$ cat config.mk
export PLATFORM = sky130hd
export DESIGN_NAME = addsub_sequencer
export DESIGN_NICKNAME = d
export VERILOG_FILES = /design/src/rtl/addsub_sequencer.sv
export SDC_FILE = /design/constraint.sdc
export NUM_CORES = 1
export LEC_CHECK = 0
export BUFFER_PORTS_ARGS = -buffer_cell sky130_fd_sc_hd__buf_2
export CORE_MARGIN = 4
export CORE_UTILIZATION = 50
export CTS_CLUSTER_SIZE = 30
export DETAILED_ROUTE_END_ITERATION = 7
export GPL_TIMING_DRIVEN = 0
export PLACE_DENSITY = 0.82
export SYNTH_ARGS = -nofsm -noshare
export SYNTH_HDL_FRONTEND = slang
export SYNTH_SLANG_ARGS = --single-unit
$ cat constraint.sdc
create_clock -name clk -period 2.1 [get_ports clk]
set_input_delay 0 -clock clk [delete_from_list [all_inputs] [get_ports clk]]
set_output_delay 0 -clock clk [all_outputs]
set_load 0.005 [all_outputs]
$ cat src/rtl/addsub_sequencer.sv
// Sequences one add/subtract command at a time through an external combinational
// Adder_Subtractor. Optional signed-overflow output is enabled by ADDSUB_SEQ_OVF_EN.
module addsub_sequencer #(
    parameter int unsigned SETTLE_CYCLES = 1
) (
    input  logic       clk,
    input  logic       reset,
    input  logic       in_valid,
    output logic       in_ready,
    input  logic [5:0] in_a,
    input  logic [5:0] in_b,
    input  logic       in_sub,
    input  logic       in_acc,
    output logic [5:0] addsub_a,
    output logic [5:0] addsub_b,
    output logic       addsub_s,
    input  logic [5:0] addsub_answer,
    output logic       out_valid,
    input  logic       out_ready,
    output logic [5:0] out_result
`ifdef ADDSUB_SEQ_OVF_EN
    ,
    output logic       out_ovf
`endif
);

    // state  | meaning
    // IDLE   | waiting for a command; only state that accepts one
    // SETTLE | operands held on the adder while the answer settles
    // RESULT | result captured and offered until the consumer takes it
    typedef enum logic [1:0] {
        IDLE   = 2'd0,
        SETTLE = 2'd1,
        RESULT = 2'd2
    } state_t;

    // The counter is loaded at acceptance; the edge that sees zero is the capture edge.
    localparam logic [3:0] SETTLE_LOAD = 4'(SETTLE_CYCLES - 1);

    state_t     state;
    state_t     state_next;
    logic [3:0] settle_cnt;
    logic [5:0] acc;
    logic       accept;
    logic       capture;

    always_ff @(posedge clk) begin
        if (reset) begin
            state <= IDLE;
        end else begin
            state <= state_next;
        end
    end

    always_comb begin
        state_next = state;
        accept     = 1'b0;
        capture    = 1'b0;
        in_ready   = 1'b0;
        out_valid  = 1'b0;
        case (state)
            IDLE: begin
                in_ready = 1'b1;
                if (in_valid) begin
                    accept     = 1'b1;
                    state_next = SETTLE;
                end
            end
            SETTLE: begin
                if (settle_cnt == 4'd0) begin
                    capture    = 1'b1;
                    state_next = RESULT;
                end
            end
            RESULT: begin
                out_valid = 1'b1;
                if (out_ready) begin
                    state_next = IDLE;
                end
            end
            default: begin
                state_next = IDLE;
            end
        endcase
    end

    always_ff @(posedge clk) begin
        if (reset) begin
            settle_cnt <= 4'd0;
        end else if (accept) begin
            settle_cnt <= SETTLE_LOAD;
        end else if ((state == SETTLE) && (settle_cnt != 4'd0)) begin
            settle_cnt <= settle_cnt - 4'd1;
        end
    end

    always_ff @(posedge clk) begin
        if (reset) begin
            addsub_a   <= 6'd0;
            addsub_b   <= 6'd0;
            addsub_s   <= 1'b0;
            out_result <= 6'd0;
            acc        <= 6'd0;
        end else begin
            if (accept) begin
                addsub_a <= in_acc ? acc : in_a;
                addsub_b <= in_b;
                addsub_s <= in_sub;
            end
            if (capture) begin
                out_result <= addsub_answer;
                acc        <= addsub_answer;
            end
        end
    end

`ifdef ADDSUB_SEQ_OVF_EN
    logic ovf_now;

    // Subtraction overflows when the operand signs differ; addition when they match.
    always_comb begin
        if (addsub_s) begin
            ovf_now = (addsub_a[5] != addsub_b[5]) && (addsub_answer[5] != addsub_a[5]);
        end else begin
            ovf_now = (addsub_a[5] == addsub_b[5]) && (addsub_answer[5] != addsub_a[5]);
        end
    end

    always_ff @(posedge clk) begin
        if (reset) begin
            out_ovf <= 1'b0;
        end else if (capture) begin
            out_ovf <= ovf_now;
        end
    end
`endif

endmodule

Yosys cells after proc, flatten, opt, wreduce, memory -nomap -nowiden
Index checks and enable logic that the tools add are counted.

Register bits: 25. Bits of input ports: 24. Logic and storage cells: 29.

Add/sub/neg operators: 1. Eq/ne operators: 5. Mux-type cells: 11. Reduce and logical (&&, ||, !) cells: 6.

Operators by type and width (count): two-way mux 1 bit (6); two-way mux 2 bit (3); two-way mux 6 bit (1); inequality test 2 bit, second input constant (3); case mux 2 bit (3 select lines) (1); logical NOT 4 bit (1); nonzero test 4 bit (1); subtractor 4 x 1 -> 4 bit, second input constant (1); AND reduction 3 bit (1); == test 2 x 1 -> 1 bit, second input constant (1); == test 2 bit, second input constant (1); logical NOT 2 bit (1); OR reduction 2 bit (1); logical AND 1 bit (1).

Logic depth before layout (Yosys ltp)
Gate-level depths: netlist of run 1.

Depth after elaboration: 3. Gate-level depth with buffers: 5.

Worst setup path before layout of run 1
OpenSTA, ideal clock, no wires.

Path type: flip-flop to flip-flop. From: reg settle_cnt[0]. To: reg settle_cnt[0]. Setup time: 66 ps. Arrival time: 1271 ps. Data required time: 2034 ps. Setup slack: 763 ps. Cell stages (with the launch flop): 6. Path buffers: 0. Cell sequence: dfxtp_1 > inv_1 > ha_1 > or3b_4 > a21o_1 > a21oi_2.

Cells in the longest elaborated chain, start to end: 2.

RTL lines: from (decl) (RTL line 42) `logic [3:0] settle_cnt;`; from (signal assigned) (RTL line 93) `settle_cnt <= settle_cnt - 4'd1;`; branches (longest 2 deep; another with subtractor 4 x 1 -> 4 bit).

Several ways; the timed one is not identified. A chain may end at the register's enable or synchronous reset.

Worst setup path after layout of run 1
From: reg settle_cnt[0]. To: reg acc[2].

Cells in the longest elaborated chain, start to end: 3.

RTL lines: logical NOT 4 bit (RTL line 70) `if (settle_cnt == 4'd0) begin`; two-way mux 1 bit (RTL line 70); two-way mux 1 bit (RTL line 61) `case (state)`; to (signal assigned) (RTL line 112) `acc <= addsub_answer;`; to (decl) (RTL line 43) `logic [5:0] acc;`.

Every way passes these cells.

==> qor.yml, run 1 <==
port_buffers: 42
grt_pass1_vias: 964
total_leakage_power_nw: 0.692
yosysWarnings: 0
fmax_mhz: 671
synth_nets: 135
sequentialPowerShare_pct: 57.7
skew_ns: 0.00959
hold_depth: 3
h-tree-depth: 1
status: "finished, final reports clean"
fin_tns_setup_ns: 0
fin_nets: 195
start_util_pct: 54.7
hp-start: "in_a[3]"
synth_top_flop_cell: "dfxtp_1"
p_per_area_mw_per_mm2: 600
setup_viol: 0
power.total_uw: 906
dp_cells: 179
r2r-end: "acc[2]$_SDFFE_PP0P_"
r2r_setup_slack_ns: 0.61
grt_max_degree: 15
drt-total-wl_um: 2610
relSlewSlack_pct: 67.7
arrival_ns: 1.73
fp.dieW_um: 55.0
p_int_uw: 671
cts_root_buffer: "clkbuf_4"
hold_viol: 0
fp.dieH_um: 55.0
fin_crit_ns: 1.49
hold_end: "addsub_a[3]$_SDFFE_PP0P_"
max_stage_delay_ns: 0.40
crit_fanout: 7
final_util_pct: 74.7
instances_no_fill: 197
num_vias: 984
postSynthCellCount: 110
clk_pin_slew_ns: 0.14
first_pass_iters: 4
clockBufferDepth: 2
place.gp.congestion: 0.727
crit_chain: "inv_1 > ha_1 > nand3b_4 > nor3_4 > mux2i_1"
drt_iter0_drc: 13
placed_area_mm2: 0.00135
synth_common_cells: "25 x dfxtp_1, 19 x mux2i_1, 16 x nor2_1"
synth_area_leader_cell: "dfxtp_1"
rows: 16
detail-route-antenna-nets: 0
area_delta_synth_final_pct: 36.5
synth_area_per_cell_um2: 10.1
synth_cell_types: 27
die-area_mm2: 0.00303
switchingPower_uw: 235
cts.sinks: 25
pwr-share-clk_pct: 22.9
worstReg2RegStart: "settle_cnt[0]$_SDFFE_PP0P_"
slew_violations: 0
dp_hpwl_um: 1800
worstMarginPinSlew_ns: 0.484
syn_area_mm2: 0.00111
synthMostInstantiatedCell: "dfxtp_1"
critPathKind: "flop to flop"
final_area_mm2: 0.00151
drive_gt1_share_pct: 34.9
path_delay_family: "simple AND/OR/NAND/NOR gates"
vias_per_cell: 4.99
synth_top_area_share_pct: 45.2
vdd_ir_drop_max_uv: 670
overflow: 0
startpoint_type: "flop"
wl_per_cell_um: 13.2
worst-path-buf-inv: 1
slowest_stage: "nor3_4"
rsz0062_at_grt: "false"
cts_made_buffers: 3
seq_area_frac_synth_pct: 45.2
grt_pass1_wl_um: 4320
cts_tree: "built"
antenna_found_initial: 0
worst_hold_path_type: "input port to flop"
insertion_delay_ns: 0.31
async_flop_share_pct: 0
maxCapViolCount: 0
track_usage_pct: 19.5
ys_ff_latch: 25
coreArea_mm2: 0.00202
drc_errors: 0
synth_area_leaders: "dfxtp_1 45%, mux2i_1 17%, nand2b_1 6.8%, nor2_1 5.4%, a211oi_1 4.1%"
pin_count: 45
n_fill_cell: 162
rr_worst_depth: 5
post-route-period-util_pct: 71.0
switching_share_pct: 25.9
synth-edff-count: 0
cp.required_ns: 2.34
end_kind: "flop"
p_comb_share_pct: 19.4
-- flip-flops by register name (all words and copies together), names as in the netlist --
name        count
addsub_b        6
state           2
settle_cnt      4
addsub_a        6
addsub_s        1
acc             6
-- how the worst max path moves through the flow --
stage                                     from                         end  slack (ns)  cells after the start
floorplan           settle_cnt[0]$_SDFFE_PP0P_  settle_cnt[0]$_SDFFE_PP0P_        0.76                      5
global placement    settle_cnt[0]$_SDFFE_PP0P_         acc[3]$_SDFFE_PP0P_        0.68                      5
detailed placement  settle_cnt[0]$_SDFFE_PP0P_         acc[0]$_SDFFE_PP0P_        0.62                      5
CTS                 settle_cnt[0]$_SDFFE_PP0P_         acc[0]$_SDFFE_PP0P_        0.59                      5
global route        settle_cnt[0]$_SDFFE_PP0P_         acc[4]$_SDFFE_PP0P_        0.49                      5
finish              settle_cnt[0]$_SDFFE_PP0P_         acc[2]$_SDFFE_PP0P_        0.61                      5
-- what timing repair did --
item,in CTS,in global routing
buffers inserted,0,0
gates resized for setup,0,0
hold buffers,13,0
hold endpoints to repair,13,0
-- worst min-delay path, cell delays in order --
cell      delay [ns]
buf_2           0.10
mux2i_1         0.11
a211oi_1        0.08
-- power groups by stage --
stage | sequential, mW | clock, mW | combinational (mW)
floorplan | 0.534 | 0 | 0.0881
global placement | 0.531 | 0 | 0.151
detailed placement | 0.532 | 0 | 0.155
CTS | 0.522 | 0.212 | 0.174
global route | 0.528 | 0.236 | 0.194
finish | 0.523 | 0.207 | 0.175
-- cells in the final DEF (no fill, tap or decap), drive strengths merged, types with 2 or more instances in the layout --
| cell type | synthesis | final |
|---|---|---|
| a211oi | 6 | 6 |
| a21oi | 5 | 5 |
| buf | 4 | 46 |
| clkbuf | 2 | 5 |
| dfxtp | 25 | 25 |
| dlygate4sd3 | 0 | 13 |
| inv | 2 | 2 |
| mux2i | 19 | 19 |
| nand2b | 12 | 12 |
| nand3 | 2 | 2 |
| nor2 | 16 | 16 |
| nor2b | 3 | 3 |
| nor3 | 3 | 3 |
| or3b | 2 | 2 |
-- kinds of logic after synthesis --
family	Yosys count	share of synthesized area (%)
AND/OR/NAND/NOR	43	23.9
flip-flops	25	45.2
multiplexers	19	17.2
AO/OA/AOI/OAI	14	9.16
buffers and inverters	8	3.39
adder cells (fa/ha/maj)	1	1.13
-- stage by stage --
step           hold WS, ns  worst slack, ns
2_1_floorplan        0.147            0.763
3_3_place_gp         0.234            0.678
3_5_place_dp         0.241            0.618
4_1_cts            0.00692            0.587
5_1_grt            0.00327            0.493
6_report            0.0151            0.609
-- routing by layer --
metal  part of all wire (%)  global-route usage [%]
met5                      0                       0
met4                   0.38                    4.05
met3                    4.9                    3.75
met2                     52                    33.3
met1                     42                    25.6
-- cell type report --
class	count	area, um2	area share, %
Multi-Input combinational cell	77	568	37.6
Sequential cell	25	500	33.1
Timing Repair Buffer	55	340	22.5
Tap cell	27	33.8	2.24
Buffer	6	30.0	1.99
Clock buffer	3	22.5	1.49
Inverter	2	7.51	0.497
Clock inverter	1	5.00	0.331
Antenna cell	1	2.50	0.166
Note: power is estimated with default switching activity, not from simulation.
==> inputs of run 2 (changes only) <==
Settings changed: ABC_AREA from default to 1, CORE_ASPECT_RATIO from default to 2, CORE_UTILIZATION 50 to 42, PLACE_DENSITY 0.82 to 0.74.
Clock period 2.1 ns to 1.3 ns, I/O delays scaled along.
==> run 2 against run 1 <==
Setup slack got worse by 0.49 ns; non-clock buffer count is 4 higher; wire length is 11% higher; first-iteration DRC count grew 54%; die area up 19%; fmax rose by 26%; final area increased by 5.2%; register-to-register slack lost 0.49 ns; sequential cell count unchanged; sequential share of layout area is 1.6 points lower; hold slack improved by 0.0051 ns; highest routed layer unchanged; largest cell class unchanged; clock power up 120%.
==> qor.yml, run 2 <==
status: "finished, final reports clean"
slew_violations: 0  # unchanged
preCtsSetupSlack_ns: -0.0480  # -0.666 ns
maxCapViolCount: 0  # unchanged
skew_ns: 0.00199  # -0.00761 ns
synth_area_leader_cell: "dfxtp_1"
p_per_area_mw_per_mm2: 1010  # +69%
num_vias: 1136  # +15%
post-route-period-util_pct: 91.0  # +20 points
synth-edff-count: 0  # unchanged
synth_common_cells: "31 x nor2_1, 25 x dfxtp_1, 21 x nand2_1"
startpoint_type: "flop"
cts_tree: "built"
drive_gt1_share_pct: 35.4  # +0.50 points
reg_top3: "acc x6, addsub_a x6, addsub_b x6"
drc_errors: 0  # unchanged
antenna_found_initial: 0  # unchanged
detail-route-antenna-nets: 0  # unchanged
rsz0062_at_grt: "false"
switching_share_pct: 26.2  # +0.28 points
sequentialPowerShare_pct: 52.4  # -5.3 points
fp.dieH_um: 80.9  # +47%
setup_viol: 0  # unchanged
cts.sinks: 25  # unchanged
yosysWarnings: 0  # unchanged
grt_pass1_vias: 1087  # +13%
dp_cells: 216  # +21%
switchingPower_uw: 422  # +80%
ys_ff_latch: 25  # unchanged
slowest_stage: "dfxtp_1"
instances_no_fill: 237  # +20%
layout_commonest_cell: "buf_2"
hold_ws_ns: 0.0202  # +0.00513 ns
start_util_pct: 44.0  # -11 points
p_comb_share_pct: 19.3  # about the same
place.gp.congestion: 0.744  # +2.3%
drt_iter0_drc: 20  # +7
h-tree-depth: 1  # unchanged
vdd_ir_drop_max_uv: 722  # +7.8%
crit_fanout: 5  # -2
worstMarginPinSlew_ns: 0.204  # -0.279 ns
synth_cell_types: 23  # -15%
pin_count: 45  # unchanged
postSynthCellCount: 145  # +32%
diodes: 0  # -1
fin_nets: 235  # +21%
cts_made_buffers: 3  # unchanged
crit_chain: "inv_1 > ha_4 > nand3_4 > nor2_4 > buf_4 > o21ai_0 > nor2_1"
die-area_mm2: 0.00360  # +19%
cts_root_buffer: "clkbuf_8"
syn_area_mm2: 0.00112  # +1.0%
vias_per_cell: 4.79  # -4.0%
drt-total-wl_um: 2890  # +11%
area_delta_synth_final_pct: 42.2
layout_setup_ws_ns: 0.117  # -0.492 ns
final_area_mm2: 0.00159  # +5.2%
hold_viol: 0  # unchanged
final_util_pct: 62.6  # -12 points
p_int_mw: 1.19  # +77%
worst_hold_path_type: "input port to flop"
coreArea_mm2: 0.00254  # +25%
power.total_mw: 1.61  # +78%
grt_max_degree: 14  # -1
track_usage_pct: 17.6  # -2.0 points
wl_per_cell_um: 12.2  # -8.1%
synth_top_area_share_pct: 44.8  # -0.46 points
fmax_mhz: 845  # +26%
seq_area_frac_synth_pct: 44.8  # -0.46 points
port_buffers: 43  # +2.4%
cp.required_ns: 1.51  # -0.83 ns
fin_tns_setup_ns: 0  # unchanged
layout_common_cells: "45 x buf_2, 31 x nor2_1, 24 x dfxtp_1"
total_leakage_power_nw: 0.784  # +13%
insertion_delay_ns: 0.27  # -0.04 ns
fp.dieW_um: 44.5  # -19%
dp_hpwl_um: 2110  # +17%
pwr-share-clk_pct: 28.3  # +5.4 points
synth_area_per_cell_um2: 7.71  # -23%
arrival_ns: 1.39  # -0.34 ns
end_kind: "flop"
overflow: 0  # unchanged
clk_pin_slew_ns: 0.08  # -0.06 ns
critPathKind: "flop to flop"
synth_top_flop_cell: "dfxtp_1"
fin_crit_ns: 1.18  # -0.308 ns
placed_area_mm2: 0.00137  # +1.3%
grt_pass1_wl_um: 4740  # +9.7%
first_pass_iters: 4  # unchanged
max_stage_delay_ns: 0.30  # -0.10 ns
clockBufferDepth: 2  # unchanged
relSlewSlack_pct: 86.2  # +19 points
rows: 26  # +10
synth_area_leaders: "dfxtp_1 45%, nor2_1 10%, o21ai_0 7.2%, nand2_1 7.1%, inv_1 4.0%"
synth_nets: 170  # +26%
async_flop_share_pct: 0  # unchanged
synthMostInstantiatedCell: "nor2_1"
## run 2: cell types whose count changed after synthesis, moves of 6 or more
cell and delta:
inv_1 +10, a211oi_1 -6, nand2b_1 -12, nor2_1 +15, mux2i_1 -19, o21ai_0 +16, nand2_1 +20
## run 2: final cells by class
type	count	area (um2)
Timing Repair Buffer	60	378
Buffer	5	43.8
Tap cell	28	35.0
Sequential cell	25	502
Multi-Input combinational cell	99	520
Clock buffer	4	45.0
Fill cell	216	948
Inverter	16	65.1
## run 2: metal layers
layer  track usage (%)  vias to the layer above  part of all wire, %
met5                 0                        -                    0
met4              9.06                        0                  3.2
met3              4.43                       10                  6.8
met2              32.9                       42                   57
met1              16.5                      500                   33
li1                  -                      584                    -
## run 2: cells by family after synthesis
kind of cell | Yosys count | share of synthesized area [%]
buf+inv | 21 | 9.74
compound gates | 30 | 14.9
fa+ha+maj | 1 | 1.12
flops | 25 | 44.8
xor+xnor | 1 | 0.784
simple gates | 67 | 28.7
## run 2: repair_timing
item / in CTS / in global routing
setup endpoints to repair: 6 / 10
setup buffers: 2 / 1
gates resized for setup: 1 / 3
endpoints found under the hold margin: 20 / 0
cloned: 0 / 0
pin swaps: 2 / 1
hold buffers: 14 / 0
## run 2: power by group through the flow
stage	Sequential [mW]	Clock [mW]	Combinational [mW]
after global placement	0.860	0	0.266
after global routing	0.850	0.488	0.347
after CTS	0.844	0.465	0.306
final	0.844	0.456	0.311
after detailed placement	0.862	0	0.274
after floorplan	0.866	0	0.154
## run 2: worst paths after layout
kind | start | to | slack, ns | cells after the start
setup / recovery | settle_cnt[1]$_SDFFE_PP0P_ | acc[4]$_SDFFE_PP0P_ | 0.12 | 7
hold / removal | in_b[0] | addsub_b[0]$_SDFFE_PP0P_ | 0.02 | 3
setup reg to reg | settle_cnt[1]$_SDFFE_PP0P_ | acc[4]$_SDFFE_PP0P_ | 0.12 | 7
hold reg to reg | addsub_a[0]$_SDFFE_PP0P_ | addsub_a[0]$_SDFFE_PP0P_ | 0.47 | 2
## run 2: worst max-delay path, delay by kind of cell, from the launching register on
family,cells,cell delay (ns)
flip-flops,1,0.30
adder cells (fa/ha/maj),1,0.17
AND/OR/NAND/NOR,3,0.30
AO/OA/AOI/OAI,1,0.07
buffers and inverters,2,0.26
==> inputs of run 3 (changes only) <==
Settings changed: BUFFER_PORTS_ARGS -buffer_cell sky130_fd_sc_hd__buf_2 to default, CORE_ASPECT_RATIO 2 to default, CORE_UTILIZATION 42 to 45, CTS_BUF_LIST from default to sky130_fd_sc_hd__clkbuf_8, DONT_BUFFER_PORTS from default to 1, PLACE_DENSITY 0.74 to default.
==> run 3 against run 2 <==
The flow now finishes with violations (negative hold slack); largest power group unchanged; final area is 8.0% lower; highest routed layer unchanged; combinational power is 21% lower; hold slack worse by 0.038 ns; critical path type unchanged; clock power is 1% lower; count of clock-buffer cells in the layout is 1 lower.
==> qor.yml, run 3 (synthesis results as in run 2) <==
status: "finished, violations left"
violations: "negative hold slack"
grt_pass1_vias: 1004  # -7.6%
coreArea_mm2: 0.00230  # -9.5%
p_int_mw: 1.15  # -3.4%
clk_pin_slew_ns: 0.08  # about the same
drt_iter0_drc: 23  # +15%
relSlewSlack_pct: 83.8  # -2.4 points
final_area_mm2: 0.00146  # -8.0%
fp.dieW_um: 57.8  # +30%
antenna_found_initial: 0  # unchanged
fin_tns_setup_ns: 0  # unchanged
detail-route-antenna-nets: 0  # unchanged
drt-total-wl_um: 2520  # -13%
grt_pass1_wl_um: 4230  # -11%
rows: 17  # -35%
end_kind: "flop"
total_leakage_power_nw: 0.630  # -20%
fin_nets: 199  # -15%
area_delta_synth_final_pct: 30.8
drive_gt1_share_pct: 19.1  # -16 points
dp_hpwl_um: 1790  # -15%
vias_per_cell: 4.90  # +2.1%
grt_max_degree: 14  # unchanged
post-route-period-util_pct: 92.4  # +1.4 points
layout_common_cells: "30 x nor2_1, 24 x dfxtp_1, 21 x nand2_1, 21 x dlygate4sd3_1, 15 x o21ai_0"
placed_area_mm2: 0.00115  # -16%
overflow: 0  # unchanged
cts.sinks: 25  # unchanged
fin_crit_ns: 1.20  # +0.0183 ns
sequentialPowerShare_pct: 55.2  # +2.8 points
hold_viol: 2  # +2
p_comb_share_pct: 15.8  # -3.5 points
vdd_ir_drop_max_uv: 774  # +7.1%
skew_ns: 0.00158  # -0.000410 ns
cts_root_buffer: "clkbuf_8"
setup_viol: 0  # unchanged
cp.required_ns: 1.47  # -0.04 ns
die-area_mm2: 0.00334  # -7.1%
reg_top3: "acc x6, addsub_a x6, addsub_b x6"
crit_chain: "inv_2 > ha_4 > nand3_4 > nor2_4 > buf_12 > o21ai_0 > nor2_1"
first_pass_iters: 4  # unchanged
place.gp.congestion: 0.713  # -4.1%
crit_fanout: 6  # +1
instances_no_fill: 201  # -15%
fmax_mhz: 832  # -1.5%
drc_errors: 0  # unchanged
arrival_ns: 1.37  # -0.02 ns
fp.dieH_um: 57.8  # -29%
max_stage_delay_ns: 0.37  # +0.07 ns
cts_tree: "built"
p_per_area_mw_per_mm2: 1060  # +5.0%
pin_count: 45  # unchanged
cts_made_buffers: 3  # unchanged
maxCapViolCount: 0  # unchanged
hold_ws_ns: -0.0175  # -0.0377 ns
h-tree-depth: 1  # unchanged
slew_violations: 0  # unchanged
port_buffers: 0  # -100%
insertion_delay_ns: 0.27  # about the same
worstMarginPinSlew_ns: 0.242  # +0.0375 ns
wl_per_cell_um: 12.5  # +2.8%
clockBufferDepth: 2  # unchanged
track_usage_pct: 15.8  # -1.7 points
layout_commonest_cell: "nor2_1"
dp_cells: 173  # -20%
num_vias: 984  # -13%
diodes: 0  # unchanged
switching_share_pct: 26.2  # -0.044 points
startpoint_type: "flop"
start_util_pct: 48.6  # +4.6 points
worst_hold_path_type: "input port to flop"
slowest_stage: "dfxtp_1"
switchingPower_uw: 407  # -3.6%
critPathKind: "flop to flop"
final_util_pct: 63.6  # +0.99 points
pwr-share-clk_pct: 29.0  # +0.7 points
run 3: cell count changes in the layout (fill, tap and decap cells not counted), sizes merged:
cell / before / now
buf: 51 / 8
clkbuf: 4 / 3
dlygate4sd3: 14 / 21
inv: 16 / 17
run 3: timing repair:
action | CTS | global route
buffers inserted | 1 | 2
gates cloned | 0 | 0
pin swaps | 2 | 1
hold endpoints to repair | 21 | 0
hold buffers | 22 | 0
gates resized for setup | 1 | 7
setup endpoints to repair | 6 | 8
run 3: final cells by class:
class,instances,area (um2)
fill,215,836
multi-input combinational,99,523
sequential,25,502
timing repair buffer,24,245
inverter,16,67.6
buffer,5,43.8
clock buffer,3,41.3
tap,28,35.0
clock inverter,1,3.75
run 3: final timing paths:
| path | start | endpoint | slack (ns) | cells after the start |
|---|---|---|---|---|
| worst max-delay path | settle_cnt[0]$_SDFFE_PP0P_ | acc[0]$_SDFFE_PP0P_ | 0.1 | 7 |
| worst min-delay path | in_acc | addsub_a[1]$_SDFFE_PP0P_ | -0.02 | 4 |
| worst max register to register | settle_cnt[0]$_SDFFE_PP0P_ | acc[0]$_SDFFE_PP0P_ | 0.1 | 7 |
| worst min register to register | addsub_a[0]$_SDFFE_PP0P_ | addsub_a[0]$_SDFFE_PP0P_ | 0.49 | 2 |
run 3: routing by layer:
| metal | part of all wire, % | global-route usage (%) | vias up |
|---|---|---|---|
| li1 | - | - | 511 |
| met1 | 40 | 17.6 | 437 |
| met2 | 51 | 28.9 | 34 |
| met3 | 8.4 | 5.79 | 2 |
| met4 | 0.48 | 2.98 | 0 |
| met5 | 0 | 0 | - |
run 3: power by group through the flow:
stage	Clock, mW	Sequential (mW)	Combinational, mW
floorplan	0	0.866	0.154
global placement	0	0.875	0.179
detailed placement	0	0.877	0.185
CTS	0.467	0.859	0.248
global route	0.494	0.865	0.282
finish	0.451	0.858	0.246
run 3: per-stage QoR:
step	setup WS [ns]	power, mW
after CTS	0.00538	1.57
final	0.0985	1.56
after floorplan	0.122	1.02
after detailed placement	-0.0332	1.06
after global placement	-0.00805	1.05
after global routing	-0.00544	1.64
run 3: worst max-delay path, delay by kind of cell, from the launching register on:
kind	cells	cell delay [ns]
compound gates	1	0.16
fa+ha+maj	1	0.17
buf+inv	2	0.19
flops	1	0.37
simple gates	3	0.21
